==> config.mk <==
export PLATFORM = sky130hd
export DESIGN_NAME = ultrasonic_multi_ranger
export DESIGN_NICKNAME = d
export VERILOG_FILES = /design/src/rtl/ultrasonic_multi_ranger.sv
export SDC_FILE = /design/constraint.sdc
export NUM_CORES = 1
export LEC_CHECK = 0
export ABC_AREA = 1
export BUFFER_PORTS_ARGS = -buffer_cell sky130_fd_sc_hd__buf_2
export CAP_MARGIN = 20
export CELL_PAD_IN_SITES_DETAIL_PLACEMENT = 1
export CELL_PAD_IN_SITES_GLOBAL_PLACEMENT = 2
export CORE_MARGIN = 3
export CORE_UTILIZATION = 36
export DETAILED_ROUTE_END_ITERATION = 10
export PLACE_DENSITY = 0.94
export SETUP_SLACK_MARGIN = 0.15
export SKIP_LAST_GASP = 1
export SYNTH_ARGS = -nofsm -noshare
export SYNTH_HDL_FRONTEND = slang
export SYNTH_SLANG_ARGS = --single-unit
export TNS_END_PERCENT = 5
==> constraint.sdc <==
create_clock -name clk -period 4.6 [get_ports clk]
set_input_delay 0.23 -clock clk [delete_from_list [all_inputs] [get_ports clk]]
set_output_delay 0.23 -clock clk [all_outputs]
set_load 0.01 [all_outputs]
==> src/rtl/ultrasonic_multi_ranger.sv <==
// Round-robin ultrasonic ranger: triggers one sensor at a time, times its echo in
// microsecond ticks and converts to centimetres by counting US_PER_CM-tick slices.
module ultrasonic_multi_ranger #(
  parameter int unsigned CLK_HZ     = 100_000_000,
  parameter int unsigned NUM_CH     = 2,
  parameter int unsigned DIST_W     = 10,
  parameter int unsigned TRIG_US    = 10,
  parameter int unsigned US_PER_CM  = 58,
  parameter int unsigned TIMEOUT_US = 30000,
  parameter int unsigned GAP_US     = 60000
) (
  input  logic                       clk,
  input  logic                       reset,
  input  logic                       enable,
  input  logic [NUM_CH-1:0]          echo,
  output logic [NUM_CH-1:0]          trig,
  output logic [NUM_CH*DIST_W-1:0]   distance,
  output logic [NUM_CH-1:0]          valid,
  output logic [NUM_CH-1:0]          err,
  output logic                       busy
);

  localparam int unsigned DIV    = CLK_HZ / 1_000_000;
  localparam int unsigned DIV_W  = (DIV > 1) ? $clog2(DIV) : 1;
  localparam int unsigned CH_W   = (NUM_CH > 1) ? $clog2(NUM_CH) : 1;
  localparam int unsigned SUB_W  = (US_PER_CM > 1) ? $clog2(US_PER_CM) : 1;
  localparam int unsigned MAX_TG = (TIMEOUT_US > GAP_US) ? TIMEOUT_US : GAP_US;
  localparam int unsigned MAX_US = (MAX_TG > TRIG_US) ? MAX_TG : TRIG_US;
  localparam int unsigned US_W   = $clog2(MAX_US + 1);

  localparam logic [DIV_W-1:0] DIV_LAST     = DIV_W'(DIV - 1);
  localparam logic [US_W-1:0]  TRIG_LAST    = US_W'(TRIG_US - 1);
  localparam logic [US_W-1:0]  TIMEOUT_LAST = US_W'(TIMEOUT_US - 1);
  localparam logic [US_W-1:0]  GAP_LAST     = US_W'(GAP_US - 1);
  localparam logic [SUB_W-1:0] SUB_LAST     = SUB_W'(US_PER_CM - 1);
  localparam logic [CH_W-1:0]  CH_LAST      = CH_W'(NUM_CH - 1);

  typedef enum logic [2:0] {
    StIdle,
    StTrig,
    StWaitRise,
    StMeasure,
    StGap
  } state_e;

  state_e              state_q;
  logic [CH_W-1:0]     ch_q;
  logic [DIV_W-1:0]    div_q;
  logic [US_W-1:0]     us_q;
  logic [SUB_W-1:0]    sub_q;
  logic [DIST_W-1:0]   cm_q;
  logic [NUM_CH-1:0]   echo_s1, echo_s2, echo_s3;

  logic                tick;
  logic                echo_cur, echo_prev, rise, fall;
  logic                sub_wrap;
  logic [SUB_W-1:0]    sub_next;
  logic [DIST_W-1:0]   cm_next;

  always_comb begin
    tick      = (div_q == DIV_LAST);
    echo_cur  = echo_s2[ch_q];
    echo_prev = echo_s3[ch_q];
    rise      = echo_cur & ~echo_prev;
    fall      = ~echo_cur & echo_prev;
    sub_wrap  = tick && (sub_q == SUB_LAST);
    sub_next  = sub_q;
    if (tick) sub_next = sub_wrap ? '0 : sub_q + 1'b1;
    // Include this cycle's tick so an echo ending on a tick boundary counts fully.
    cm_next   = (sub_wrap && !(&cm_q)) ? cm_q + 1'b1 : cm_q;
  end

  always_ff @(posedge clk) begin
    if (reset) begin
      state_q  <= StIdle;
      ch_q     <= '0;
      div_q    <= '0;
      us_q     <= '0;
      sub_q    <= '0;
      cm_q     <= '0;
      echo_s1  <= '0;
      echo_s2  <= '0;
      echo_s3  <= '0;
      trig     <= '0;
      distance <= '0;
      valid    <= '0;
      err      <= '0;
      busy     <= 1'b0;
    end else begin
      echo_s1 <= echo;
      echo_s2 <= echo_s1;
      echo_s3 <= echo_s2;
      valid   <= '0;
      div_q   <= tick ? '0 : div_q + 1'b1;
      if (tick) us_q <= us_q + 1'b1;

      unique case (state_q)
        StIdle: begin
          if (enable) begin
            state_q    <= StTrig;
            trig[ch_q] <= 1'b1;
            busy       <= 1'b1;
            div_q      <= '0;
            us_q       <= '0;
          end
        end
        StTrig: begin
          if (tick && us_q == TRIG_LAST) begin
            state_q <= StWaitRise;
            trig    <= '0;
            div_q   <= '0;
            us_q    <= '0;
          end
        end
        StWaitRise: begin
          if (rise) begin
            state_q <= StMeasure;
            div_q   <= '0;
            us_q    <= '0;
            sub_q   <= '0;
            cm_q    <= '0;
          end else if (tick && us_q == TIMEOUT_LAST) begin
            state_q   <= StGap;
            err[ch_q] <= 1'b1;
            div_q     <= '0;
            us_q      <= '0;
          end
        end
        StMeasure: begin
          if (fall) begin
            for (int k = 0; k < NUM_CH; k++) begin
              if (ch_q == CH_W'(k)) distance[k*DIST_W +: DIST_W] <= cm_next;
            end
            valid[ch_q] <= 1'b1;
            err[ch_q]   <= 1'b0;
            state_q     <= StGap;
            div_q       <= '0;
            us_q        <= '0;
          end else if (tick && us_q == TIMEOUT_LAST) begin
            state_q   <= StGap;
            err[ch_q] <= 1'b1;
            div_q     <= '0;
            us_q      <= '0;
          end else begin
            sub_q <= sub_next;
            cm_q  <= cm_next;
          end
        end
        StGap: begin
          if (tick && us_q == GAP_LAST) begin
            state_q <= StIdle;
            ch_q    <= (ch_q == CH_LAST) ? '0 : ch_q + 1'b1;
            busy    <= 1'b0;
            div_q   <= '0;
            us_q    <= '0;
          end
        end
        default: state_q <= StIdle;
      endcase
    end
  end

endmodule

==> impl_metrics.env, run 1 <==
export IMPL_via_count=3526
export IMPL_drv_cap=0
export IMPL_cts_setup_buffers=0
export IMPL_grt_pass1_wl_um=17400
export IMPL_timing_fmax_ghz=0.464
export IMPL_reg2reg_slack_ps=2450
export IMPL_grt_max_degree=29
export IMPL_syn_area_per_cell_sq_um=6.97
export IMPL_finish_net_count=597
export IMPL_critPathArrivalTime_ps=2380
export IMPL_totalWireLength_um=10100
export IMPL_hold_viol_final=0
export IMPL_drive_gt1_share_pct=14.9
export IMPL_drtPass1Iterations=4
export IMPL_cts_tree="done"
export IMPL_die_width_um=110
export IMPL_fin_crit_sh_pct=46.8
export IMPL_power_leakage_nw=1.76
export IMPL_syn_nets=565
export IMPL_ioPinCount=32
export IMPL_cp_start_kind="flip-flop"
export IMPL_holdPathStages=3
export IMPL_htreeDepth=3
export IMPL_die_area_sq_mm=0.0120
export IMPL_yosys_warnings=0
export IMPL_max_stage_delay_ps=370
export IMPL_ys_top_cells_by_area="dfxtp_1, nand2_1, nor2_1"
export IMPL_slew_violations=0
export IMPL_clockBufferDepth=2
export IMPL_ant_nets=0
export IMPL_reg2regPathDepth=10
export IMPL_syn_inst=554
export IMPL_viasPerCell=4.86
export IMPL_setup_viol=0
export IMPL_rsz0062_at_grt="false"
export IMPL_ctsResizeCount=0
export IMPL_synth_top_cell_area_share_pct=39.4
export IMPL_path_buf_inv=0
export IMPL_io_buffers=31
export IMPL_wire_per_inst_um=13.9
export IMPL_cp_top_family="simple AND/OR/NAND/NOR gates"
export IMPL_cts_buffers=9
export IMPL_setup_worst_path_class="flip-flop to flip-flop"
export IMPL_ys_types=33
export IMPL_clock_skew_ps=10.7
export IMPL_hold_path_class="primary input to flip-flop"
export IMPL_placed_cell_area_sq_mm=0.00411
export IMPL_fin_area_sq_mm=0.00428
export IMPL_grt_pass1_vias=3670
export IMPL_fin_util_pct=41.3
export IMPL_slowest_stage="dfxtp_1"
export IMPL_yosysSeqAreaShare_pct=39.4
export IMPL_cts_root_buf="clkbuf_8"
export IMPL_rows=37
export IMPL_gp_congestion=0.805
export IMPL_grt_usage_pct=18.4
export IMPL_min_to="echo_s1[1]$_SDFF_PP0_"
export IMPL_slew_headroom_pct=61.0
export IMPL_clkSlewWorstSetupHoldPaths_ps=80
export IMPL_hpwl_um=7740
export IMPL_diodes=0
export IMPL_status="complete, no violations"
export IMPL_overflow=0
export IMPL_critPathCaptureType="flip-flop"
export IMPL_clock_latency_ps=350
export IMPL_fp_coreArea_sq_mm=0.0104
export IMPL_r2r_start="div_q[0]$_SDFF_PP0_"
export IMPL_worstPathMaxFanout=24
export IMPL_synth_top_area_cell="dfxtp_1"
export IMPL_clock_sinks=76
export IMPL_timing_rr_end="sub_q[1]$_SDFFE_PP0P_"
export IMPL_hold_buffers=0
export IMPL_start_util_pct=37.2
export IMPL_worst_pin_slew_ps=581
export IMPL_synth_seq_cells=76
export IMPL_syn_area_sq_mm=0.00386
export IMPL_synthToLayoutAreaGrowth_pct=11.0
export IMPL_crit_required_ps=4820
export IMPL_drc_errors=0
export IMPL_antenna_found_initial=0
export IMPL_die_h_um=110
export IMPL_hp_start="echo[1]"
export IMPL_vdd_ir_drop_max_uv=116
export IMPL_timing_final_crit_period_ps=2150
export IMPL_pwr_density_cell_mw_per_mm2=316
export IMPL_path_cells="ha_1 -> nand2_2 -> nor2_8 -> nand3_4 -> nor2_1 -> nand2_1 -> nand2_2 -> nand2_1 -> o21ai_1 -> nor2_1"
export IMPL_first_iter_violations=90
export IMPL_tns_ps=0
registers in the layout (all words and copies together), names as in the netlist:
| register | count |
|---|---|
| state_q | 3 |
| us_q | 16 |
| distance | 20 |
| ch_q | 1 |
| echo_s2 | 2 |
| busy | 1 |
| echo_s1 | 2 |
| echo_s3 | 2 |
| div_q | 7 |
| sub_q | 6 |
| valid | 2 |
| trig | 2 |
| err | 2 |
| cm_q | 10 |
tightest hold or removal path: cells and delay by family:
kind                   cells  cell delay [ps]
buffers and inverters      2              120
and+or+nand+nor            1               80
cell type report:
type | instances | area (sq um)
flip-flops and latches | 76 | 1520
clock inverters | 5 | 36.3
inverters | 59 | 223
well taps | 136 | 170
multi-input cells | 409 | 2040
clock buffers | 10 | 138
fillers | 1352 | 6090
repair buffers | 31 | 155
power breakdown:
part | switching (mW) | internal (mW) | leakage (nW) | total (mW)
logic | 0.135 | 0.0524 | 1.06 | 0.188
clock network | 0.265 | 0.209 | 0.0808 | 0.474
registers | 0.0137 | 0.678 | 0.614 | 0.692
total | 0.415 | 0.939 | 1.76 | 1.35
per-layer routing:
metal  vias up  routed length (um)  GRT usage (%)
li1       1823                   -              -
met1      1667                4810           23.8
met2        24                4970           31.5
met3        12                 192           2.41
met4         0                 146           6.06
met5         -                   0              0
cells in the mapped netlist (all sizes together):
cell / n
dfxtp: 76
nand4: 8
nand3: 53
xnor2: 4
nor3: 12
o21ai: 30
nand3b: 2
o21bai: 1
clkinv: 1
a21oi: 25
nor2: 91
clkbuf: 3
xor2: 17
ha: 6
inv: 58
nand2: 159
nor3b: 1
buf: 7
cell usage in the layout (no fill, tap or decap), drive strengths merged:
master and count:
nor3b 1, clkinv 2, nand3b 2, inv 59, nor3 12, xor2 17
xnor2 4, nand2 159, nor2 91, dfxtp 76, ha 6, o21bai 1
nand3 53, buf 31, clkbuf 10, a21oi 25, nand4 8, o21ai 30
clkinvlp 3
cell families (layout without fill, tap and decap cells):
kind of cell    after synthesis  count (layout)  synth area share [%]
compound gates               56              56                  7.52
xor+xnor                     21              21                  4.77
fa+ha+maj                     6               6                  1.95
buf+inv                      69             105                  7.75
flops                        76              76                  39.4
simple gates                326             326                  38.6
stage by stage:
stage | power, mW | cells | setup slack (ps) | hold WS (ps)
floorplan | 0.859 | 554 | 2970 | 337
global placement | 0.891 | 711 | 2570 | 390
detailed placement | 0.898 | 711 | 2470 | 397
CTS | 1.37 | 726 | 2460 | 102
global route | 1.43 | 726 | 2270 | 113
finish | 1.35 | 726 | 2450 | 112
worst max path at each step:
stage / from / end / cells past startpoint
detailed placement: div_q[0]$_SDFF_PP0_ / sub_q[1]$_SDFFE_PP0P_ / 10
finish: div_q[0]$_SDFF_PP0_ / sub_q[1]$_SDFFE_PP0P_ / 10
global placement: div_q[0]$_SDFF_PP0_ / sub_q[1]$_SDFFE_PP0P_ / 10
floorplan: div_q[0]$_SDFF_PP0_ / us_q[11]$_SDFF_PP0_ / 11
CTS: div_q[0]$_SDFF_PP0_ / sub_q[1]$_SDFFE_PP0P_ / 10
global route: div_q[0]$_SDFF_PP0_ / sub_q[1]$_SDFFE_PP0P_ / 10
No activity file was read; power rests on OpenSTA's default activity.
==> run 2, diff against run 1 <==
--- a/config.mk
+++ b/config.mk
@@ -11,9 +11,9 @@
 export CELL_PAD_IN_SITES_DETAIL_PLACEMENT = 1
 export CELL_PAD_IN_SITES_GLOBAL_PLACEMENT = 2
 export CORE_MARGIN = 3
-export CORE_UTILIZATION = 36
+export CORE_UTILIZATION = 34
 export DETAILED_ROUTE_END_ITERATION = 10
-export PLACE_DENSITY = 0.94
+export PLACE_DENSITY = 0.9
 export SETUP_SLACK_MARGIN = 0.15
 export SKIP_LAST_GASP = 1
 export SYNTH_ARGS = -nofsm -noshare
==> constraint.sdc (replaced) <==
create_clock -name clk -period 2.1 [get_ports clk]
set_input_delay 0.105 -clock clk [delete_from_list [all_inputs] [get_ports clk]]
set_output_delay 0.105 -clock clk [all_outputs]
set_load 0.01 [all_outputs]
==> run 2 against run 1 <==
Count of clock-buffer cells in the layout fell by 1. Non-clock buffer count rose by 14. Final area rose by 9.3%. Sequential power rose by 120%. Global-route usage fell by 1.3 points. Clock power rose to 3.6 times the previous value. Power rose to 2.8 times the previous value. Combinational power rose to 2.9 times the previous value. Clock skew fell by 3.5 ps. Critical path type unchanged. Largest cell class unchanged.
==> impl_metrics.env, run 2 (same netlist as run 1, synthesis figures left out) <==
export IMPL_timing_final_crit_period_ps=1860
export IMPL_drtPass1Iterations=4
export IMPL_status="complete, no violations"
export IMPL_critPathArrivalTime_ps=2110
export IMPL_gp_congestion=0.824
export IMPL_top_register="distance"
export IMPL_clockBufferDepth=2
export IMPL_grt_usage_pct=17.1
export IMPL_final_cells=749
export IMPL_power_leakage_nw=1.93
export IMPL_pwr_density_cell_mw_per_mm2=812
export IMPL_finish_net_count=615
export IMPL_overflow=0
export IMPL_final_common_cell="nand2_1"
export IMPL_clock_skew_ps=7.22
export IMPL_placed_cells=720
export IMPL_cts_buffers=9
export IMPL_hold_viol_final=0
export IMPL_grt_busiest_layer="met2"
export IMPL_drc_errors=0
export IMPL_grt_pass1_wl_um=17600
export IMPL_vdd_ir_drop_max_uv=345
export IMPL_cts_root_buf="clkbuf_16"
export IMPL_largest_register_ffs=20
export IMPL_max_stage_delay_ps=430
export IMPL_path_cells="ha_1 -> inv_1 -> nor2_4 -> nand4_4 -> nand2_4 -> inv_2 -> nand2_1 -> nand2_1 -> o21ai_0"
export IMPL_tns_ps=0
export IMPL_use_met1_pct=22.3
export IMPL_rows=38
export IMPL_cts_tree="done"
export IMPL_grt_pass1_vias=3622
export IMPL_fin_area_sq_mm=0.00468
export IMPL_totalWireLength_um=11000
export IMPL_io_buffers=31
export IMPL_die_width_um=113
export IMPL_crit_path_frequent_cell="nand2_1"
export IMPL_timing_fmax_ghz=0.537
export IMPL_path_buf_inv=2
export IMPL_final_cell_mix="nand2_1, dfxtp_1, nor2_1"
export IMPL_crit_required_ps=2350
export IMPL_die_h_um=113
export IMPL_clock_sinks=76
export IMPL_rsz0062_at_grt="true"
export IMPL_setup_worst_path_class="flip-flop to flip-flop"
export IMPL_reg2reg_slack_ps=240
export IMPL_critPathCaptureType="flip-flop"
export IMPL_wire_per_inst_um=14.6
export IMPL_first_iter_violations=193
export IMPL_viasPerCell=4.87
export IMPL_synthToLayoutAreaGrowth_pct=21.3
export IMPL_start_util_pct=35.1
export IMPL_fill_cells=1395
export IMPL_antenna_found_initial=0
export IMPL_cp_top_family="simple AND/OR/NAND/NOR gates"
export IMPL_reg_largest_list="distance (20), us_q (16), cm_q (10)"
export IMPL_fp_coreArea_sq_mm=0.0110
export IMPL_slowest_stage="dfxtp_1"
export IMPL_slew_headroom_pct=55.1
export IMPL_grt_use_met3_pct=3.29
export IMPL_cp_start_kind="flip-flop"
export IMPL_clkSlewWorstSetupHoldPaths_ps=60
export IMPL_clock_latency_ps=340
export IMPL_diodes=0
export IMPL_via_count=3646
export IMPL_grt_max_degree=28
export IMPL_fin_crit_sh_pct=88.7
export IMPL_drv_cap=0
export IMPL_gr_usage_met2_pct=28.6
export IMPL_die_area_sq_mm=0.0127
export IMPL_ant_nets=0
export IMPL_slew_violations=0
export IMPL_htreeDepth=3
export IMPL_setup_viol=0
export IMPL_worst_pin_slew_ps=673
export IMPL_drive_gt1_share_pct=19.2
export IMPL_hold_path_class="primary input to flip-flop"
export IMPL_placed_cell_area_sq_mm=0.00415
export IMPL_hpwl_um=7800
export IMPL_ioPinCount=32
export IMPL_worstPathMaxFanout=8
run 2: repair_timing:
item                                   in CTS  in global routing
setup endpoints to repair                   6                 45
pin swaps                                   0                  9
hold buffers                                2                  0
setup buffers                               0                  7
cloned                                      0                  4
endpoints found under the hold margin       2                  0
resized for setup                           2                 20
run 2: final timing paths:
kind / from / to / cells after the start
hold reg to reg: echo_s1[1]$_SDFF_PP0_ / echo_s2[1]$_SDFF_PP0_ / 2
hold / removal: enable / busy$_SDFFE_PP0P_ / 3
setup / recovery: cm_q[0]$_SDFFE_PP0P_ / distance[13]$_SDFFE_PP0P_ / 9
setup reg to reg: cm_q[0]$_SDFFE_PP0P_ / distance[13]$_SDFFE_PP0P_ / 9
run 2: where the power goes:
| group | switching [mW] | internal (mW) | total, mW | leakage [nW] |
|---|---|---|---|---|
| registers | 0.0333 | 1.49 | 1.52 | 0.615 |
| logic | 0.377 | 0.174 | 0.551 | 1.15 |
| clock network | 0.664 | 1.06 | 1.73 | 0.163 |
| total | 1.07 | 2.72 | 3.80 | 1.93 |
run 2: layout make-up:
| type | instances | area, sq um | share of cell area [%] |
|---|---|---|---|
| Tap cell | 140 | 175 | 3.74 |
| Sequential cell | 76 | 1530 | 32.6 |
| Clock inverter | 7 | 106 | 2.27 |
| Inverter | 59 | 224 | 4.78 |
| Clock buffer | 9 | 225 | 4.81 |
| Multi-Input combinational cell | 413 | 2160 | 46.1 |
| Timing Repair Buffer | 45 | 269 | 5.75 |
run 2: metrics by stage:
| step | utilization, % | hold slack, ps | setup slack [ps] | total power, mW |
|---|---|---|---|---|
| after floorplan | - | 212 | 473 | 1.88 |
| after global placement | 37.8 | 333 | 178 | 1.95 |
| after detailed placement | 37.8 | 350 | 90.1 | 1.97 |
| after CTS | 41.1 | 51.9 | 137 | 3.71 |
| after global routing | 42.6 | 91.1 | 73.2 | 3.99 |
| final | 42.6 | 69.7 | 238 | 3.80 |
run 2: worst register-to-register path: stages, from the launching register on:
cell and delay (ps):
dfxtp_1 430, ha_1 240, inv_1 100, nor2_4 170, nand4_4 190, nand2_4 180, inv_2 100, nand2_1 80
nand2_1 100, o21ai_0 200
run 2: per-layer routing:
| layer | share of wire (%) | wire [um] | up-vias |
|---|---|---|---|
| li1 | - | - | 1861 |
| met3 | 2.1 | 225 | 13 |
| met2 | 49 | 5340 | 34 |
| met5 | 0 | 0 | - |
| met4 | 1.2 | 131 | 0 |
| met1 | 48 | 5270 | 1738 |
==> run 3, diff against run 2 <==
--- a/config.mk
+++ b/config.mk
@@ -11,9 +11,10 @@
 export CELL_PAD_IN_SITES_DETAIL_PLACEMENT = 1
 export CELL_PAD_IN_SITES_GLOBAL_PLACEMENT = 2
 export CORE_MARGIN = 3
-export CORE_UTILIZATION = 34
+export CORE_UTILIZATION = 25
 export DETAILED_ROUTE_END_ITERATION = 10
-export PLACE_DENSITY = 0.9
+export GPL_TIMING_DRIVEN = 0
+export PLACE_DENSITY = 0.72
 export SETUP_SLACK_MARGIN = 0.15
 export SKIP_LAST_GASP = 1
 export SYNTH_ARGS = -nofsm -noshare
==> run 3 against run 2 <==
Maximum frequency shrank 1.6%. Die area grew 34%. Sequential share of layout area grew 0.81 points. Critical path type unchanged. Critical endpoint is now us_q[5]$_SDFF_PP0_. Largest power group is now sequential cells.
==> impl_metrics.env, run 3 (same netlist as run 1, synthesis figures left out) <==
export IMPL_slowest_stage="dfxtp_1"
export IMPL_drc_errors=0
export IMPL_via_count=3606
export IMPL_report_power_total_mw=3.41
export IMPL_io_buffers=30
export IMPL_cts_buffers=9
export IMPL_clock_power_share_pct=42.0
export IMPL_final_common_cell="nand2_1"
export IMPL_reg_largest_list="distance (20), us_q (16), cm_q (10)"
export IMPL_viasPerCell=4.59
export IMPL_fin_util_pct=30.8
export IMPL_grt_usage_pct=13.9
export IMPL_pwr_density_cell_mw_per_mm2=748
export IMPL_final_cells=786
export IMPL_cts_tree="done"
export IMPL_placed_cells=768
export IMPL_multi_input_area_sq_mm=0.00207
export IMPL_p_int_mw=2.43
export IMPL_setup_viol=0
export IMPL_hpwl_um=8470
export IMPL_antenna_found_initial=0
export IMPL_fp_coreArea_sq_mm=0.0148
export IMPL_critPathCaptureType="flip-flop"
export IMPL_crit_required_ps=2330
export IMPL_drive_gt1_share_pct=17.1
export IMPL_r2r_start="div_q[0]$_SDFF_PP0_"
export IMPL_startpoint="div_q[0]$_SDFF_PP0_"
export IMPL_hp_start="enable"
export IMPL_critPathArrivalTime_ps=2120
export IMPL_drtPass1Iterations=4
export IMPL_hold_path_class="primary input to flip-flop"
export IMPL_clock_sinks=76
export IMPL_clkSlewWorstSetupHoldPaths_ps=60
export IMPL_grt_max_degree=14
export IMPL_tns_ps=0
export IMPL_timing_fmax_ghz=0.528
export IMPL_hold_viol_final=0
export IMPL_timing_final_crit_period_ps=1890
export IMPL_die_area_sq_mm=0.0170
export IMPL_clock_skew_ps=9.13
export IMPL_clockBufferDepth=2
export IMPL_placed_cell_area_sq_mm=0.00424
export IMPL_fill_cells=1847
export IMPL_power_leakage_nw=1.86
export IMPL_status="complete, no violations"
export IMPL_fin_crit_sh_pct=90.1
export IMPL_fin_hold_ws_ps=114
export IMPL_die_width_um=130
export IMPL_pre_cts_slack_ps=78.4
export IMPL_seq_power_share_pct=44.4
export IMPL_cts_root_buf="clkbuf_16"
export IMPL_ioPinCount=32
export IMPL_finish_net_count=608
export IMPL_first_iter_violations=108
export IMPL_drv_cap=0
export IMPL_diodes=0
export IMPL_p_comb_share_pct=13.5
export IMPL_synthToLayoutAreaGrowth_pct=18.3
export IMPL_max_stage_delay_ps=360
export IMPL_top_register="distance"
export IMPL_setup_worst_path_class="flip-flop to flip-flop"
export IMPL_wire_per_inst_um=14.1
export IMPL_worst_pin_slew_ps=636
export IMPL_grt_pass1_wl_um=18400
export IMPL_overflow=0
export IMPL_fin_ws_ps=208
export IMPL_clock_latency_ps=340
export IMPL_die_h_um=130
export IMPL_swShare_pct=28.9
export IMPL_final_cell_mix="nand2_1, dfxtp_1, nor2_1"
export IMPL_fin_area_sq_mm=0.00456
export IMPL_largest_register_ffs=20
export IMPL_rsz0062_at_grt="true"
export IMPL_seqCellArea_sq_mm=0.00152
export IMPL_slew_violations=0
export IMPL_grt_pass1_vias=3749
export IMPL_power_switching_uw=987
export IMPL_vdd_ir_drop_max_uv=392
export IMPL_htreeDepth=3
export IMPL_ant_nets=0
export IMPL_cp_start_kind="flip-flop"
export IMPL_cts_setup_buffers=0
export IMPL_totalWireLength_um=11100
export IMPL_worstPathMaxFanout=10
export IMPL_gp_congestion=0.807
export IMPL_start_util_pct=26.1
export IMPL_slew_headroom_pct=57.6
export IMPL_rows=44
export IMPL_path_cells="ha_2 -> nand2_2 -> nor2_8 -> nand3_4 -> nor2_8 -> nor2_1 -> nor2_1 -> nand2_1 -> nand2_4 -> buf_12 -> nor2_2"
run 3: metal layers:
metal | part of all wire, % | track usage, % | wire (um) | up-vias
li1 | - | - | - | 1849
met1 | 48 | 17.5 | 5290 | 1723
met2 | 48 | 23.4 | 5350 | 27
met3 | 2.7 | 3.52 | 297 | 7
met4 | 1.1 | 3.85 | 123 | 0
met5 | 0 | 0 | 0 | -
run 3: final timing paths:
| path | slack (ps) | end | cells past startpoint |
|---|---|---|---|
| setup / recovery | 210 | us_q[5]$_SDFF_PP0_ | 11 |
| hold reg to reg | 410 | echo_s2[0]$_SDFF_PP0_ | 2 |
| hold / removal | 110 | busy$_SDFFE_PP0P_ | 3 |
| setup reg to reg | 210 | us_q[5]$_SDFF_PP0_ | 11 |
run 3: critical path, delay by kind of cell (launching register included):
| kind | cells | cell delay (ps) |
|---|---|---|
| DFF | 1 | 360 |
| and+or+nand+nor | 9 | 1030 |
| adders and majority gates | 1 | 220 |
| buffers and inverters | 1 | 160 |
run 3: layout make-up:
cell class	instances	share of cell area (%)
clock inverter	7	0.960
tap	184	5.05
timing repair buffer	32	3.73
inverter	59	4.96
clock buffer	9	4.94
sequential	76	33.4
buffer	10	1.67
multi-input combinational	409	45.3
run 3: repair_timing:
item	CTS	global route
hold endpoints to repair	2	0
resized for setup	2	10
pin swaps	0	1
hold buffers	2	0
gates cloned	0	0
setup endpoints to repair	6	50
run 3: power groups by stage:
stage | combinational (mW) | clock (mW) | sequential (mW)
2_1_floorplan | 0.338 | 0 | 1.55
3_5_place_dp | 0.459 | 0 | 1.55
4_1_cts | 0.466 | 1.49 | 1.52
3_3_place_gp | 0.450 | 0 | 1.55
6_report | 0.462 | 1.44 | 1.52
5_1_grt | 0.527 | 1.56 | 1.52
